## src/rtl/issue_scoreboard_if.sv

```systemverilog
// rtl/issue_scoreboard_if.sv - decode/pipe/writeback signal bundle for issue_scoreboard
//
// Purpose: groups every non-clock signal of the issue scoreboard.
// Modports:
//   master - environment side: drives decode, flush, pipe_ready and release inputs,
//            observes in_ready, the registered issue payload, sb_empty, stall_count.
//   slave  - scoreboard side (opposite directions).
interface issue_scoreboard_if #(
    parameter int REG_WIDTH = 5,
    parameter int NUM_PIPES = 4,
    parameter int NUM_REL   = 2,
    parameter int CNT_WIDTH = 32
);
    logic                         flush;
    logic                         in_valid;
    logic                         in_ready;
    logic [REG_WIDTH-1:0]         in_a1;
    logic [REG_WIDTH-1:0]         in_a2;
    logic [REG_WIDTH-1:0]         in_rd;
    logic                         in_register_write;
    logic [NUM_PIPES-1:0]         in_exe_pipe;
    logic                         in_drain;
    logic [NUM_PIPES-1:0]         pipe_ready;
    logic [NUM_PIPES-1:0]         issue_valid;
    logic [REG_WIDTH-1:0]         issue_a1;
    logic [REG_WIDTH-1:0]         issue_a2;
    logic [REG_WIDTH-1:0]         issue_rd;
    logic                         issue_register_write;
    logic [NUM_REL-1:0]           rel_valid;
    logic [NUM_REL*REG_WIDTH-1:0] rel_rd;
    logic                         sb_empty;
    logic [CNT_WIDTH-1:0]         stall_count;

    modport master (
        output flush, in_valid, in_a1, in_a2, in_rd, in_register_write, in_exe_pipe,
               in_drain, pipe_ready, rel_valid, rel_rd,
        input  in_ready, issue_valid, issue_a1, issue_a2, issue_rd, issue_register_write,
               sb_empty, stall_count
    );

    modport slave (
        input  flush, in_valid, in_a1, in_a2, in_rd, in_register_write, in_exe_pipe,
               in_drain, pipe_ready, rel_valid, rel_rd,
        output in_ready, issue_valid, issue_a1, issue_a2, issue_rd, issue_register_write,
               sb_empty, stall_count
    );
endinterface

```

## src/rtl/issue_scoreboard.sv

```systemverilog
// rtl/issue_scoreboard.sv - single-issue in-order dispatch with register scoreboard
//
// Purpose: holds one decoded instruction, stalls it on RAW/WAW hazards, busy target
// pipe or fence drain, then dispatches it to exactly one execution pipe with a
// registered payload. Pending writes are tracked per register and cleared by the
// writeback release ports.
// Ports:
//   clk  - clock
//   rst  - synchronous active-high reset
//   bus  - issue_scoreboard_if.slave: decode handshake (in_*), flush, pipe_ready,
//          registered issue payload (issue_*), release ports (rel_*), sb_empty,
//          saturating stall_count.
module issue_scoreboard #(
    parameter int NUM_REGS  = 32,
    parameter int REG_WIDTH = 5,
    parameter int NUM_PIPES = 4,
    parameter int NUM_REL   = 2,
    parameter int CNT_WIDTH = 32
) (
    input logic              clk,
    input logic              rst,
    issue_scoreboard_if.slave bus
);
    logic                 hold_valid_q, hold_valid_d;
    logic [REG_WIDTH-1:0] hold_a1_q, hold_a1_d;
    logic [REG_WIDTH-1:0] hold_a2_q, hold_a2_d;
    logic [REG_WIDTH-1:0] hold_rd_q, hold_rd_d;
    logic                 hold_wr_q, hold_wr_d;
    logic [NUM_PIPES-1:0] hold_pipe_q, hold_pipe_d;
    logic                 hold_drain_q, hold_drain_d;

    logic [NUM_REGS-1:0]  pending_q, pending_d;

    logic [NUM_PIPES-1:0] issue_valid_q, issue_valid_d;
    logic [REG_WIDTH-1:0] issue_a1_q, issue_a1_d;
    logic [REG_WIDTH-1:0] issue_a2_q, issue_a2_d;
    logic [REG_WIDTH-1:0] issue_rd_q, issue_rd_d;
    logic                 issue_wr_q, issue_wr_d;

    logic [CNT_WIDTH-1:0] stall_q, stall_d;

    logic                 wr_eff;
    logic                 hazard;
    logic                 drain_ok;
    logic                 fire;
    logic                 null_take;
    logic                 consume;
    logic                 in_ready;
    logic                 capture;
    logic                 stall_inc;
    logic                 rel_dup;
    logic                 rel_unpend;
    logic [REG_WIDTH-1:0] rel_idx [NUM_REL];

    always_comb begin
        for (int k = 0; k < NUM_REL; k++) begin
            rel_idx[k] = bus.rel_rd[k*REG_WIDTH +: REG_WIDTH];
        end
    end

    always_comb begin
        // Writes to x0 never occupy the scoreboard.
        wr_eff    = hold_wr_q & (hold_rd_q != '0);
        hazard    = pending_q[hold_a1_q] | pending_q[hold_a2_q] | (wr_eff & pending_q[hold_rd_q]);
        drain_ok  = ~hold_drain_q | (pending_q == '0);
        fire      = hold_valid_q & ~bus.flush & ~hazard & (|(hold_pipe_q & bus.pipe_ready)) & drain_ok;
        // An instruction targeting no pipe is dropped without touching issue or scoreboard.
        null_take = hold_valid_q & ~bus.flush & (hold_pipe_q == '0);
        consume   = fire | null_take;
        in_ready  = ~bus.flush & (~hold_valid_q | consume);
        capture   = bus.in_valid & in_ready;
        stall_inc = hold_valid_q & ~consume & ~bus.flush;

        hold_valid_d = hold_valid_q;
        hold_a1_d    = hold_a1_q;
        hold_a2_d    = hold_a2_q;
        hold_rd_d    = hold_rd_q;
        hold_wr_d    = hold_wr_q;
        hold_pipe_d  = hold_pipe_q;
        hold_drain_d = hold_drain_q;
        if (bus.flush) begin
            hold_valid_d = 1'b0;
        end else if (capture) begin
            hold_valid_d = 1'b1;
            hold_a1_d    = bus.in_a1;
            hold_a2_d    = bus.in_a2;
            hold_rd_d    = bus.in_rd;
            hold_wr_d    = bus.in_register_write;
            hold_pipe_d  = bus.in_exe_pipe;
            hold_drain_d = bus.in_drain;
        end else if (consume) begin
            hold_valid_d = 1'b0;
        end

        // Clear and set never collide on one bit: fire requires rd not pending,
        // and only pending registers may be released.
        pending_d = pending_q;
        for (int k = 0; k < NUM_REL; k++) begin
            if (bus.rel_valid[k]) begin
                pending_d[rel_idx[k]] = 1'b0;
            end
        end
        if (fire & wr_eff) begin
            pending_d[hold_rd_q] = 1'b1;
        end
        pending_d[0] = 1'b0;

        issue_valid_d = '0;
        issue_a1_d    = issue_a1_q;
        issue_a2_d    = issue_a2_q;
        issue_rd_d    = issue_rd_q;
        issue_wr_d    = issue_wr_q;
        if (fire) begin
            issue_valid_d = hold_pipe_q;
            issue_a1_d    = hold_a1_q;
            issue_a2_d    = hold_a2_q;
            issue_rd_d    = hold_rd_q;
            issue_wr_d    = hold_wr_q;
        end

        stall_d = stall_q;
        if (stall_inc && (stall_q != '1)) begin
            stall_d = stall_q + {{(CNT_WIDTH-1){1'b0}}, 1'b1};
        end
    end

    always_ff @(posedge clk) begin
        if (rst) begin
            hold_valid_q  <= 1'b0;
            hold_a1_q     <= '0;
            hold_a2_q     <= '0;
            hold_rd_q     <= '0;
            hold_wr_q     <= 1'b0;
            hold_pipe_q   <= '0;
            hold_drain_q  <= 1'b0;
            pending_q     <= '0;
            issue_valid_q <= '0;
            issue_a1_q    <= '0;
            issue_a2_q    <= '0;
            issue_rd_q    <= '0;
            issue_wr_q    <= 1'b0;
            stall_q       <= '0;
        end else begin
            hold_valid_q  <= hold_valid_d;
            hold_a1_q     <= hold_a1_d;
            hold_a2_q     <= hold_a2_d;
            hold_rd_q     <= hold_rd_d;
            hold_wr_q     <= hold_wr_d;
            hold_pipe_q   <= hold_pipe_d;
            hold_drain_q  <= hold_drain_d;
            pending_q     <= pending_d;
            issue_valid_q <= issue_valid_d;
            issue_a1_q    <= issue_a1_d;
            issue_a2_q    <= issue_a2_d;
            issue_rd_q    <= issue_rd_d;
            issue_wr_q    <= issue_wr_d;
            stall_q       <= stall_d;
        end
    end

    assign bus.in_ready             = in_ready;
    assign bus.issue_valid          = issue_valid_q;
    assign bus.issue_a1             = issue_a1_q;
    assign bus.issue_a2             = issue_a2_q;
    assign bus.issue_rd             = issue_rd_q;
    assign bus.issue_register_write = issue_wr_q;
    assign bus.sb_empty             = (pending_q == '0);
    assign bus.stall_count          = stall_q;

    // Release protocol checks: no duplicate register across ports, no release of a
    // register that is not pending. Releases of x0 are ignored entirely.
    always_comb begin
        rel_dup    = 1'b0;
        rel_unpend = 1'b0;
        for (int k = 0; k < NUM_REL; k++) begin
            if (bus.rel_valid[k] && (rel_idx[k] != '0)) begin
                if (!pending_q[rel_idx[k]]) begin
                    rel_unpend = 1'b1;
                end
                for (int j = k + 1; j < NUM_REL; j++) begin
                    if (bus.rel_valid[j] && (rel_idx[j] == rel_idx[k])) begin
                        rel_dup = 1'b1;
                    end
                end
            end
        end
    end

    a_rel_dup: assert property (@(posedge clk) disable iff (rst) !rel_dup);
    a_rel_unpend: assert property (@(posedge clk) disable iff (rst) !rel_unpend);

endmodule
```

## src/flat_wrapper.sv

```systemverilog
// flat-port wrapper written by rule: the top's interface ports become plain ports
module issue_scoreboard_flat 
#(
    parameter int NUM_REGS  = 32,
    parameter int REG_WIDTH = 5,
    parameter int NUM_PIPES = 4,
    parameter int NUM_REL   = 2,
    parameter int CNT_WIDTH = 32
)
  (clk, rst, bus_flush, bus_in_valid, bus_in_a1, bus_in_a2, bus_in_rd, bus_in_register_write, bus_in_exe_pipe, bus_in_drain, bus_pipe_ready, bus_rel_valid, bus_rel_rd, bus_in_ready, bus_issue_valid, bus_issue_a1, bus_issue_a2, bus_issue_rd, bus_issue_register_write, bus_sb_empty, bus_stall_count);
  issue_scoreboard_if #(.REG_WIDTH(REG_WIDTH), .NUM_PIPES(NUM_PIPES), .NUM_REL(NUM_REL), .CNT_WIDTH(CNT_WIDTH)) bus_i ();
  input logic clk;
  input logic rst;
  input wire logic [$bits(bus_i.flush)-1:0] bus_flush;
  input wire logic [$bits(bus_i.in_valid)-1:0] bus_in_valid;
  input wire logic [$bits(bus_i.in_a1)-1:0] bus_in_a1;
  input wire logic [$bits(bus_i.in_a2)-1:0] bus_in_a2;
  input wire logic [$bits(bus_i.in_rd)-1:0] bus_in_rd;
  input wire logic [$bits(bus_i.in_register_write)-1:0] bus_in_register_write;
  input wire logic [$bits(bus_i.in_exe_pipe)-1:0] bus_in_exe_pipe;
  input wire logic [$bits(bus_i.in_drain)-1:0] bus_in_drain;
  input wire logic [$bits(bus_i.pipe_ready)-1:0] bus_pipe_ready;
  input wire logic [$bits(bus_i.rel_valid)-1:0] bus_rel_valid;
  input wire logic [$bits(bus_i.rel_rd)-1:0] bus_rel_rd;
  output wire logic [$bits(bus_i.in_ready)-1:0] bus_in_ready;
  output wire logic [$bits(bus_i.issue_valid)-1:0] bus_issue_valid;
  output wire logic [$bits(bus_i.issue_a1)-1:0] bus_issue_a1;
  output wire logic [$bits(bus_i.issue_a2)-1:0] bus_issue_a2;
  output wire logic [$bits(bus_i.issue_rd)-1:0] bus_issue_rd;
  output wire logic [$bits(bus_i.issue_register_write)-1:0] bus_issue_register_write;
  output wire logic [$bits(bus_i.sb_empty)-1:0] bus_sb_empty;
  output wire logic [$bits(bus_i.stall_count)-1:0] bus_stall_count;
  assign bus_i.flush = bus_flush;
  assign bus_i.in_valid = bus_in_valid;
  assign bus_i.in_a1 = bus_in_a1;
  assign bus_i.in_a2 = bus_in_a2;
  assign bus_i.in_rd = bus_in_rd;
  assign bus_i.in_register_write = bus_in_register_write;
  assign bus_i.in_exe_pipe = bus_in_exe_pipe;
  assign bus_i.in_drain = bus_in_drain;
  assign bus_i.pipe_ready = bus_pipe_ready;
  assign bus_i.rel_valid = bus_rel_valid;
  assign bus_i.rel_rd = bus_rel_rd;
  assign bus_in_ready = bus_i.in_ready;
  assign bus_issue_valid = bus_i.issue_valid;
  assign bus_issue_a1 = bus_i.issue_a1;
  assign bus_issue_a2 = bus_i.issue_a2;
  assign bus_issue_rd = bus_i.issue_rd;
  assign bus_issue_register_write = bus_i.issue_register_write;
  assign bus_sb_empty = bus_i.sb_empty;
  assign bus_stall_count = bus_i.stall_count;
  issue_scoreboard #(.NUM_REGS(NUM_REGS), .REG_WIDTH(REG_WIDTH), .NUM_PIPES(NUM_PIPES), .NUM_REL(NUM_REL), .CNT_WIDTH(CNT_WIDTH)) u_core (.clk(clk), .rst(rst), .bus(bus_i));
endmodule
```

## config.mk

```make
export PLATFORM = sky130hd
export DESIGN_NAME = issue_scoreboard_flat
export DESIGN_NICKNAME = d
export VERILOG_FILES = /design/src/rtl/issue_scoreboard_if.sv /design/src/rtl/issue_scoreboard.sv /design/src/flat_wrapper.sv
export SDC_FILE = /design/constraint.sdc
export NUM_CORES = 1
export LEC_CHECK = 0
export BUFFER_PORTS_ARGS = -buffer_cell sky130_fd_sc_hd__buf_2
export CAP_MARGIN = 20
export CORE_MARGIN = 2
export CORE_UTILIZATION = 57
export CTS_CLUSTER_DIAMETER = 100
export DETAILED_ROUTE_END_ITERATION = 8
export PLACE_DENSITY = 0.84
export SLEW_MARGIN = 20
export SYNTH_ARGS = -nofsm -noshare
export SYNTH_HDL_FRONTEND = slang
export SYNTH_SLANG_ARGS = --single-unit
```

## constraint.sdc

```tcl
create_clock -name clk -period 3.08 [get_ports clk]
set_input_delay 0.154 -clock clk [delete_from_list [all_inputs] [get_ports clk]]
set_output_delay 0.154 -clock clk [all_outputs]
set_load 0.005 [all_outputs]
```

=== Yosys cells after proc, flatten, opt, wreduce, memory -nomap -nowiden ===
Index checks and enable logic that the tools add are counted.

* ROM bits: 0
* Word-level logic and storage cells: 83
* Memory bits (writable): 0
* Output and inout port bits: 54
* Memories kept: 0
* Latch bits: 0
* Input port bits: 41
* Register bits: 106

* $mul: 0
* $lt $le $gt $ge: 8
* Shift-type cells: 0
* $add $sub $neg: 1
* Div/mod/pow operators: 0
* Bitwise gates (word level): 29
* Equal/unequal tests: 1
* Muxes and demuxes: 17
* Reductions and logical operators: 12

{| class="wikitable"
|+ Operators with widths
! operator !! count
|-
| $mux W32 || 3
|-
| $and A32 B32 Y32 || 2
|-
| $not A32 Y32 || 2
|-
| $add A32 B1 Y32 const B || 1
|-
| $logic_not A32 Y1 || 1
|-
| $ne A32 B32 Y1 const B || 1
|-
| $or A32 B32 Y32 || 1
|-
| $lt A5 B6 Y1 const B || 5
|-
| $bmux W1 S5 || 3
|-
| $demux W1 S5 || 3
|-
| $ge A5 B1 Y1 const B || 3
|-
| $and A1 B1 Y1 || 12
|-
| $mux W1 || 8
|-
| $not A1 Y1 || 6
|-
| $or A1 B1 Y1 || 5
|-
| $reduce_bool A5 Y1 || 1
|-
| $and A4 B4 Y4 || 1
|-
| $logic_and A1 B1 Y1 || 4
|-
| $logic_not A4 Y1 || 1
|-
| $reduce_or A2 Y1 || 2
|-
| $reduce_or A4 Y1 || 1
|-
| $reduce_and A2 Y1 || 1
|-
| $reduce_bool A2 Y1 || 1
|}

=== Logic depth before layout (Yosys ltp) ===
* Depth after elaboration: 13
* Gate-level depth with buffers: 11
* Mapped depth without buffers: 7

=== Least setup slack after synthesis ===
OpenSTA, ideal clock, no wires.

* Path kind: reg2reg
* Start: reg u_core.hold_a2_q[0]
* End: reg u_core.hold_a1_q[0]
* Arrival time: 2,740 ps
* Required time: 3,008 ps
* Setup time: 72 ps
* Path buffers: 2
* Setup slack: 268 ps
* Stages on the path, launching flop included: 10
* Clock period less this slack: 2,812 ps
* Path through: dfxtp_1 > clkbuf_1 > mux4_2 > or3b_2 > nand4b_1 > o221ai_1 > o31ai_4 > nor3b_4 > buf_6 > mux2i_1

* Cells in the longest elaborated chain, start to end: 13

{| class="wikitable"
|+ RTL lines
! element !! line !! RTL
|-
| start: declaration || issue_scoreboard.sv:26 || <nowiki>logic [REG_WIDTH-1:0] hold_a2_q, hold_a2_d;</nowiki>
|-
| start signal: assignment || issue_scoreboard.sv:146 || <nowiki>hold_a2_q <= hold_a2_d;</nowiki>
|-
| $bmux W1 S5 || issue_scoreboard.sv:64 || <nowiki>hazard = pending_q[hold_a1_q] | pending_q[hold_a2_q] | (wr_eff & pending_q[hold_rd_q]);</nowiki>
|-
| $mux W1 (implied by the code) || issue_scoreboard.sv:64 ||
|-
| $or A1 B1 Y1 (2 in a row) || issue_scoreboard.sv:64 ||
|-
| $not A1 Y1 || issue_scoreboard.sv:66 || <nowiki>fire = hold_valid_q & ~bus.flush & ~hazard & (|(hold_pipe_q & bus.pipe_ready)) & drain_ok;</nowiki>
|-
| $and A1 B1 Y1 (3 in a row) || issue_scoreboard.sv:66 ||
|-
| $or A1 B1 Y1 || issue_scoreboard.sv:69 || <nowiki>consume = fire | null_take;</nowiki>
|-
| $or A1 B1 Y1 || issue_scoreboard.sv:70 || <nowiki>in_ready = ~bus.flush & (~hold_valid_q | consume);</nowiki>
|-
| $and A1 B1 Y1 || issue_scoreboard.sv:70 ||
|-
| $and A1 B1 Y1 || issue_scoreboard.sv:71 || <nowiki>capture = bus.in_valid & in_ready;</nowiki>
|-
| $reduce_and A2 Y1 (no source line) || - ||
|-
| end signal: assignment || issue_scoreboard.sv:145 || <nowiki>hold_a1_q <= hold_a1_d;</nowiki>
|-
| end: declaration || issue_scoreboard.sv:25 || <nowiki>logic [REG_WIDTH-1:0] hold_a1_q, hold_a1_d;</nowiki>
|}

Every way passes these cells. The select of a mux whose other input is x is not followed.
A chain may end at the register's enable or synchronous reset.

=== Worst setup path after layout ===
* Start: reg u_core.hold_a1_q[0]
* End: reg u_core.hold_rd_q[1]

* Cells in the longest elaborated chain, start to end: 13

{| class="wikitable"
|+ RTL lines
! element !! line !! RTL
|-
| $bmux W1 S5 || issue_scoreboard.sv:64 ||
|-
| $mux W1 (implied by the code) || issue_scoreboard.sv:64 ||
|-
| $or A1 B1 Y1 (2 in a row) || issue_scoreboard.sv:64 ||
|-
| $not A1 Y1 || issue_scoreboard.sv:66 ||
|-
| $and A1 B1 Y1 (3 in a row) || issue_scoreboard.sv:66 ||
|-
| $or A1 B1 Y1 || issue_scoreboard.sv:69 ||
|-
| $or A1 B1 Y1 || issue_scoreboard.sv:70 ||
|-
| $and A1 B1 Y1 || issue_scoreboard.sv:70 ||
|-
| $and A1 B1 Y1 || issue_scoreboard.sv:71 ||
|-
| $reduce_and A2 Y1 (no source line) || - ||
|-
| end signal: assignment || issue_scoreboard.sv:147 || <nowiki>hold_rd_q <= hold_rd_d;</nowiki>
|-
| end: declaration || issue_scoreboard.sv:27 || <nowiki>logic [REG_WIDTH-1:0] hold_rd_q, hold_rd_d;</nowiki>
|}

Every way passes these cells. The select of a mux whose other input is x is not followed.

==> metrics.cfg <==
[hold_path]
min_path_type=in2reg

[critical_path]
crit_chain=mux4_2, mux2i_1, o22ai_1, or4b_4, o31ai_4, buf_6, nor3b_4, buf_6, buf_12, mux2i_1
setup.worst_path.start_class=flop
cp_top_family=multiplexers
worst-path-max-fanout=6
crit_buf_inv=3
critPathSlowestCell=or4b_4
crit_type=reg2reg
crit_arrival_ps=3340
slowest_delay_ps=580
worstPathRequired_ps=3370
end_kind=flop

[power]
worst_ir_drop_vdd_mv=0.224
p_clk_share_pct=35.7
total_leakage_power_nw=2.59
seq_power_share_pct=52.6
p_per_area_nw_per_um2=372
p_sw_share_pct=25.7
p_int_mw=1.97
p_sw_mw=0.683
p_comb_share_pct=11.6

[logic_synthesis]
synth_top_area_share_pct=34.7
netlist_area_um2=6070
synth-seq-cells=105
netlist_instances=701
yosysUniqueCellTypes=54
yosysWarnings=0
yosys.area_share.simple_pct=28.8
synthFlopType=dfxtp_1
synth_compound_area_share_pct=15.6
yosysSeqAreaShare_pct=34.7
post_synth.cell_area_avg_um2=8.65
yosys.area.top_type=dfxtp_1
synthArstFlopShare_pct=0
synth_nets=743
synth-edff-count=0
synthAdderAreaFrac_pct=0.206
yosys-top-cells-count=dfxtp_1, a21oi_1, nand2_1, nand2b_1, mux2i_1
synth_top_family_by_area=simple AND/OR/NAND/NOR gates
yosys.area_share.xor_xnor_pct=0
synth_most_common_cell=dfxtp_1
synth.area.top_cells=dfxtp_1, mux2i_1, a21oi_1, nand2b_1, nand4_1
muxShareOfSynthArea_pct=15.7

[cells_and_area]
final_util_pct=69.1
fillCellCount=824
layout-drive-gt1-share_pct=24.4
syn_to_final_growth_pct=17.7
finalInstanceArea_um2=7140
final_nets=829
antenna_cells=0

[clock_tree]
cts-root-buf=clkbuf_8
cts_buffer_depth=2
cts_hold_buffers=0
cts_sinks=105
clk_pin_slew_worst_paths_ps=100
cts_buffers=9
cts_tree=yes
clk_latency_ps=380
htreeDepth=3

[grt]
use_met3_pct=6.93
grt_max_degree=130
track_usage_pct=30.5
met2_usage_pct=46.8
grt_pass1_wl_um=28100
grt_antenna_before_repair=0
busiest_layer=met2
grt_pass1_vias=5485
gr-usage-met1_pct=42.7
overflow=0

[place]
port_buffers=94
routabilityCongestion=0.991
place_area_um2=6720
dp_hpwl_um=12100

[routing]
viasPerCell=6.61
drt-initial-drc-count=748
antenna_left=0
vias=6137
drc=0
wire_per_inst_um=19.2
drtPass1Iterations=7
totalWireLength_um=17900

[floorplanning]
die_area_um2=11500
coreArea_um2=10300
std_cell_rows=37
start_util_pct=58.8
dieHeight_um=107
pin_count=95
die-width_um=107

[timing]
finalSetupViolations=0
slew_violations=0
max_freq_ghz=0.329
clock_skew_ps=11.7
final-hold-violation-count=0
relSlewSlack_pct=33.8
rsz0062_at_grt=true
tightest_slew_ps=990
period_needed_ps=3040
period_share_pct=98.8

[flow_run]
drv_cap=0

[outcome]
status=finished clean

==> layout by cell type (no fill, tap or decap), types with 3 or more instances in the layout <==
master / n
and2_1: 7
inv_1: 10
nor2_1: 41
a21oi_1: 60
o31ai_1: 24
mux2_2: 18
or3_1: 3
nor4_1: 11
and3_1: 11
dfxtp_1: 101
nand2_1: 48
nor3b_1: 10
nand3_1: 19
clkbuf_8: 9
or4_1: 24
nor2b_1: 8
nand4_1: 46
nor3_1: 7
buf_2: 93
o21ai_0: 5
mux2i_1: 46
and3b_1: 7
buf_12: 3
buf_4: 29
buf_6: 5
mux4_2: 12
a22oi_1: 34
nand2b_1: 48
==> timing repair <==
item | in CTS | in global routing
setup endpoints to repair | 1 | 44
pin swaps | 1 | 3
gates resized for setup | 5 | 11
cloned | 2 | 2
buffers inserted | 2 | 3
==> sequential cells by signal, indices dropped and copies added (netlist names), 4 cells and up <==
name	cells
u_core.hold_a2_q	5
u_core.pending_q	31
u_core.bus.issue_rd	5
u_core.hold_pipe_q	4
u_core.bus.issue_a2	5
u_core.bus.issue_a1	5
u_core.bus.stall_count	32
u_core.hold_rd_q	5
u_core.bus.issue_valid	4
u_core.hold_a1_q	5
==> power by group through the flow <==
stage | combinational [mW] | sequential (mW) | clock [mW]
after floorplan | 0.182 | 1.41 | 0
after global placement | 0.262 | 1.43 | 0
after detailed placement | 0.271 | 1.43 | 0
after CTS | 0.286 | 1.40 | 0.955
after global routing | 0.329 | 1.40 | 1.01
final | 0.309 | 1.40 | 0.948
==> worst reg2reg max path, delay by kind of cell, from the launching register on <==
family	cells	cell delay [ps]
buffers and inverters	3	460
AO/OA/AOI/OAI	2	460
multiplexers	3	890
flip-flops	1	390
AND/OR/NAND/NOR	2	760
==> worst paths after layout <==
check	from	endpoint	slack, ps	depth (start not counted)
worst max register to register	u_core.hold_a1_q[0]	u_core.hold_rd_q[1]	40	10
worst max-delay path	u_core.hold_a1_q[0]	u_core.hold_rd_q[1]	40	10
worst min-delay path	bus_in_a2[0]	u_core.hold_a2_q[0]	30	3
worst min register to register	u_core.bus.stall_count[30]	u_core.bus.stall_count[30]	500	2
==> cell families (layout without fill, tap and decap cells) <==
family,count (synthesis),count (layout)
compound gates,144,144
fa+ha+maj,1,1
buf+inv,69,160
flops,105,105
mux,78,78
simple gates,304,304
==> metrics by stage <==
| stage | hold WS (ps) | TNS [ps] | cells | setup WS [ps] | total power [mW] |
|---|---|---|---|---|---|
| floorplan | 227 | 0 | 701 | 268 | 1.60 |
| global placement | 422 | 0 | 903 | 204 | 1.69 |
| detailed placement | 427 | 0 | 903 | 160 | 1.70 |
| CTS | 22.1 | 0 | 923 | 4.98 | 2.64 |
| global route | 20.6 | -1080 | 928 | -69.3 | 2.74 |
| finish | 32.8 | 0 | 928 | 36.5 | 2.65 |
==> layer usage <==
metal | routed length, um | part of all wire [%] | vias up
met5 | 0 | 0 | -
met4 | 415 | 2.3 | 0
met3 | 1430 | 8.0 | 45
met2 | 8230 | 46 | 345
met1 | 7770 | 44 | 2935
li1 | - | - | 2812
==> layout make-up <==
cell class / instances / area (um2) / share of cell area, %
Clock buffer: 10 / 128 / 1.79
Clock inverter: 6 / 90.1 / 1.26
Inverter: 10 / 37.5 / 0.526
Multi-Input combinational cell: 527 / 3690 / 51.6
Sequential cell: 105 / 2110 / 29.6
Tap cell: 136 / 170 / 2.38
Timing Repair Buffer: 134 / 915 / 12.8
(Power assumes the default switching activity.)
